## src/rtl/demux_pkg.sv

```systemverilog
// Shared definitions for the 1:4 stream demultiplexer slice.
package demux_pkg;
  localparam int unsigned NUM_CH = 4;
  localparam int unsigned SEL_W  = 2;

  typedef enum logic {
    IDLE  = 1'b0,
    ROUTE = 1'b1
  } state_t;
endpackage

```

## src/rtl/demux_ch_reg.sv

```systemverilog
// One output channel: a single-entry holding register plus a delivered-beat counter.
module demux_ch_reg #(
  parameter int unsigned DATA_W = 8,
  parameter int unsigned CNT_W  = 8
) (
  input  logic              clk,
  input  logic              rst,
  input  logic              load,
  input  logic [DATA_W-1:0] load_data,
  input  logic              load_last,
  input  logic              ready,
  output logic              valid,
  output logic [DATA_W-1:0] data,
  output logic              last,
  output logic [CNT_W-1:0]  cnt
);
  logic xfer;

  assign xfer = valid & ready;

  always_ff @(posedge clk) begin
    if (rst) begin
      valid <= 1'b0;
      data  <= '0;
      last  <= 1'b0;
      cnt   <= '0;
    end else begin
      // a load in the same cycle as a drain keeps valid asserted
      if (load) begin
        valid <= 1'b1;
        data  <= load_data;
        last  <= load_last;
      end else if (xfer) begin
        valid <= 1'b0;
      end
      if (xfer) cnt <= cnt + CNT_W'(1);
    end
  end
endmodule

```

## src/rtl/demux1_4_stream.sv

```systemverilog
// Registered 1:4 stream demultiplexer; the destination is chosen on a packet's
// first beat and held until its last beat.
module demux1_4_stream
  import demux_pkg::*;
#(
  parameter int unsigned DATA_W = 8,
  parameter int unsigned CNT_W  = 8
) (
  input  logic                 clk_in,
  input  logic                 rst_in,
  input  logic [DATA_W-1:0]    a_in,
  input  logic                 a_valid_in,
  input  logic                 a_last_in,
  output logic                 a_ready_out,
  input  logic [SEL_W-1:0]     sel_in,
  output logic [4*DATA_W-1:0]  y_out,
  output logic [3:0]           y_valid_out,
  output logic [3:0]           y_last_out,
  input  logic [3:0]           y_ready_in,
  output logic [4*CNT_W-1:0]   cnt_out,
  output logic                 busy_out
);
  state_t             state_q, state_d;
  logic [SEL_W-1:0]   ch_q, ch_d;
  logic [SEL_W-1:0]   tgt;
  logic               accept;
  logic [NUM_CH-1:0]  load;

  always_comb begin
    tgt         = (state_q == IDLE) ? sel_in : ch_q;
    a_ready_out = ~y_valid_out[tgt] | y_ready_in[tgt];
    accept      = a_valid_in & a_ready_out;
  end

  assign busy_out = (state_q == ROUTE);

  always_ff @(posedge clk_in) begin
    if (rst_in) begin
      state_q <= IDLE;
      ch_q    <= '0;
    end else begin
      state_q <= state_d;
      ch_q    <= ch_d;
    end
  end

  always_comb begin
    state_d = state_q;
    ch_d    = ch_q;
    case (state_q)
      IDLE: begin
        if (accept && !a_last_in) begin
          state_d = ROUTE;
          ch_d    = sel_in;
        end
      end
      ROUTE: begin
        if (accept && a_last_in) state_d = IDLE;
      end
      default: state_d = IDLE;
    endcase
  end

  for (genvar k = 0; k < NUM_CH; k++) begin : g_ch
    assign load[k] = accept & (tgt == SEL_W'(k));

    demux_ch_reg #(
      .DATA_W (DATA_W),
      .CNT_W  (CNT_W)
    ) u_ch (
      .clk       (clk_in),
      .rst       (rst_in),
      .load      (load[k]),
      .load_data (a_in),
      .load_last (a_last_in),
      .ready     (y_ready_in[k]),
      .valid     (y_valid_out[k]),
      .data      (y_out[k*DATA_W +: DATA_W]),
      .last      (y_last_out[k]),
      .cnt       (cnt_out[k*CNT_W +: CNT_W])
    );
  end
endmodule

```

## config.mk

```make
export PLATFORM = sky130hd
export DESIGN_NAME = demux1_4_stream
export DESIGN_NICKNAME = d
export VERILOG_FILES = /design/src/rtl/demux_pkg.sv /design/src/rtl/demux_ch_reg.sv /design/src/rtl/demux1_4_stream.sv
export SDC_FILE = /design/constraint.sdc
export NUM_CORES = 1
export LEC_CHECK = 0
export ABC_AREA = 1
export CAP_MARGIN = 10
export CORE_MARGIN = 5
export CORE_UTILIZATION = 30
export DETAILED_ROUTE_END_ITERATION = 12
export GPL_ROUTABILITY_DRIVEN = 0
export PLACE_DENSITY = 0.64
export SYNTH_ARGS = -nofsm -noshare
export SYNTH_HDL_FRONTEND = slang
export SYNTH_SLANG_ARGS = --single-unit
```

## constraint.sdc

```tcl
create_clock -name clk_in -period 2.1 [get_ports clk_in]
set_input_delay 0.315 -clock clk_in [delete_from_list [all_inputs] [get_ports clk_in]]
set_output_delay 0.315 -clock clk_in [all_outputs]
set_load 0.05 [all_outputs]
```

==> metrics.yaml <==
run_status: "finished, final reports clean"
drt_pre_antenna_iters: 5
die_width_um: 113.7
internal_power_mw: 2.404
regToRegSetupSlack_ns: 0.37
detail_route.vias_per_cell: 4.492
clk_latency_ns: 0.35
critical_path.top_delay_family: "buffers and inverters"
critical_path.reg2reg.endpoint: "g_ch[2].u_ch.data[7]"
tritoncts: "built"
sw_frac_of_total_pct: 31.07
worstHoldEndpoint: "g_ch[0].u_ch.cnt[7]"
power_frac_clock_pct: 36.2
final_hold_violation_count: 0
place.port_buffers: 91
cts.clk_slew.worst_paths_ns: 0.08
cp_required_ns: 1.78
power.switching_mw: 1.083
min_from: "g_ch[0].u_ch.cnt[7]"
worstPathMaxFanout: 7
cell_count_of_the_worst_reg_to_reg_path: 12
maxCapViolCount: 0
layout.area.seq_um2: 1501
irDropWorstVdd_mv: 0.3600
num-fill-cells: 1043
synth_area_leaders: "sky130_fd_sc_hd__dfxtp_1 (47%), sky130_fd_sc_hd__nor2_1 (13%), sky130_fd_sc_hd__nand2_1 (7.2%)"
cpPeakStageDelay_ns: 0.85
report.final.setup_viol: 0
setup-tns-final_ns: 0
part_of_the_power_in_registers_pct: 43.9
clock_sinks: 75
final_net_count: 546
synth_seq_cells: 75
synthesis.area_per_instance_um2: 7.578
wl_per_cell_um: 13.04
postCtsSetupRepairBufs: 0
final_max_slew_viol_count: 0
synthDominantCellAreaShare_pct: 46.51
syn_nets: 448
timing_worst_setup_path_type: "register to output pin"
coreArea_um2: 10420
io_pins: 92
finalNonFillerCells: 665
yosysSeqAreaShare_pct: 46.51
syn_area_um2: 3228
area_of_the_multi_input_gates_um2: 1483
final.min_clock_period_ns: 1.978
count_of_placed_standard_cells_including_taps: 649
die_height_um: 113.7
floorplan.die_area_um2: 12930
design_power_total_mw: 3.487
syn_inst: 426
cts-resized-gates: 0
timing.critical_path.slowest_stage_cell: "sky130_fd_sc_hd__clkdlybuf4s50_1"
power-per-cell-area_nw_per_um2: 768.3
number_of_global_route_vias_before_repair: 2897
setup.worst_path.end_class: "output pin"
leakage_nw: 1.861
initial_utilization_pct: 30.99
cp_num_buf_inv: 1
wire_length_of_the_first_global_routing_pass_mm: 14.23
grt_setup_unrepaired: "no"
hold-path-cell-count: 2
grt_max_degree: 38
synth.distinct_cells: 28
global_route.overflow_total: 0
syn2layout_area_growth_pct: 40.62
finalHoldWorstSlack_ns: 0.4673
clock_tree.htree_level_count: 3
min_path_type: "register to register"
drt_first_iter_violations: 156
post-synth-top-area-cell: "sky130_fd_sc_hd__dfxtp_1"
cp.arrival_ns: 1.66
postLayoutCoreUtil_pct: 43.58
fin_crit_sh_pct: 94.19
startpoint_type: "register"
floorplan.rows: 37
drive_above_1_share_pct: 11.15
clock_path_buffers: 2
max_slew_margin_pct: 63.49
timing.fmax_mhz: 505.5
wl_mm: 8.669
combinationalPowerShare_pct: 19.8
globalRouteTotalUtil_pct: 13.79
antennaDiodeCount: 0
dp_hpwl_mm: 6.448
max_slew.worst_pin.slew_ns: 0.5459
cts_hold_buffers: 0
root_buffer: "sky130_fd_sc_hd__clkbuf_8"
post-route-drc-count: 0
finClkSkew_ns: 0.01227
cts_buffers: 9
via_count: 2987
cells_traversed_along_the_worst_timing_path: "clkdlybuf4s50_1"
yosysWarnings: 0
remaining_antenna_violation_count_after_routing: 0
antenna_violations_before_repair: 0
-- cell families (layout without fill, tap and decap cells) --
kind of cell / count (synthesis) / in the layout / share of synthesized area [%]
adder cells (fa/ha/maj): 4 / 4 / 1.550
buffers and inverters: 55 / 158 / 7.558
AND/OR/NAND/NOR: 215 / 215 / 31.40
AO/OA/AOI/OAI: 74 / 74 / 12.17
flip-flops: 75 / 75 / 46.51
XOR/XNOR: 3 / 3 / 0.8141
-- layer usage --
metal | share of wire [%] | global-route usage [%]
met1 | 46 | 17.41
met2 | 43 | 21.08
met3 | 10 | 6.101
met4 | 1.5 | 4.407
met5 | 0 | 0
-- registers in the layout (all words and copies together) (netlist names), named ones only --
signal	count
g_ch.u_ch.valid	4
g_ch.u_ch.last	4
ch_q	2
g_ch.u_ch.cnt	32
g_ch.u_ch.data	32
-- placed cells by master, fill, tap and decap left out --
cell	n
sky130_fd_sc_hd__inv_2	4
sky130_fd_sc_hd__nand3_1	4
sky130_fd_sc_hd__nand4_1	5
sky130_fd_sc_hd__o21ai_0	36
sky130_fd_sc_hd__inv_8	2
sky130_fd_sc_hd__nand2_4	2
sky130_fd_sc_hd__o21bai_1	2
sky130_fd_sc_hd__inv_6	2
sky130_fd_sc_hd__o21a_1	1
sky130_fd_sc_hd__nor2_8	1
sky130_fd_sc_hd__clkinvlp_4	1
sky130_fd_sc_hd__nand2_2	7
sky130_fd_sc_hd__bufinv_16	2
sky130_fd_sc_hd__nand2_1	62
sky130_fd_sc_hd__nor2_4	4
sky130_fd_sc_hd__ha_1	4
sky130_fd_sc_hd__a21oi_2	4
sky130_fd_sc_hd__nand3_2	1
sky130_fd_sc_hd__xor2_1	3
sky130_fd_sc_hd__clkbuf_8	9
sky130_fd_sc_hd__nor2_1	112
sky130_fd_sc_hd__nor2_2	3
sky130_fd_sc_hd__dfxtp_1	75
sky130_fd_sc_hd__a21oi_1	14
sky130_fd_sc_hd__clkdlybuf4s50_1	90
sky130_fd_sc_hd__and3_1	3
sky130_fd_sc_hd__o21ai_1	17
sky130_fd_sc_hd__nor3_1	6
sky130_fd_sc_hd__nand2_8	5
sky130_fd_sc_hd__buf_12	1
sky130_fd_sc_hd__inv_1	35
sky130_fd_sc_hd__clkbuf_1	1
sky130_fd_sc_hd__buf_4	11
-- layout make-up --
cell class	instances	area share, %
inverters	40	3.473
multi-input cells	296	32.66
repair buffers	102	22.11
flip-flops and latches	75	33.08
clock buffers	10	2.811
well taps	136	3.749
clock inverters	6	2.122
-- power by group through the flow --
stage               registers [mW]  clock network, mW  logic [mW]
finish                        1.53               1.26       0.691
global route                  1.54               1.37       0.741
CTS                           1.53               1.31       0.698
detailed placement            1.56                  0       0.695
global placement              1.56                  0       0.688
floorplan                     1.74                  0       0.274
-- through the flow --
stage          setup slack, ns  cell area (um2)
2_1_floorplan          0.08883             3228
3_3_place_gp           0.09373             4315
3_5_place_dp           0.04699             4315
4_1_cts                0.07463             4539
5_1_grt                0.01352             4539
6_report                0.1219             4539
-- cell usage after synthesis, drive strengths merged --
cell type	n
nand2	76
o21bai	2
nor2	120
xor2	3
a21oi	18
o21ai	53
nand4	5
nor3	6
nand3	5
and3	3
o21a	1
clkbuf	6
ha	4
inv	40
dfxtp	75
buf	9
-- worst max path at each step --
stage,from,end,slack [ns],cells past startpoint
2_1_floorplan,register,g_ch[0].u_ch.data[0],0.09,13
6_report,register,busy_out,0.12,1
3_5_place_dp,sel_in[0],g_ch[0].u_ch.data[0],0.05,14
4_1_cts,register,busy_out,0.07,1
3_3_place_gp,sel_in[0],g_ch[0].u_ch.data[0],0.09,14
5_1_grt,register,a_ready_out,0.01,8
No activity file was read; power rests on OpenSTA's default activity.
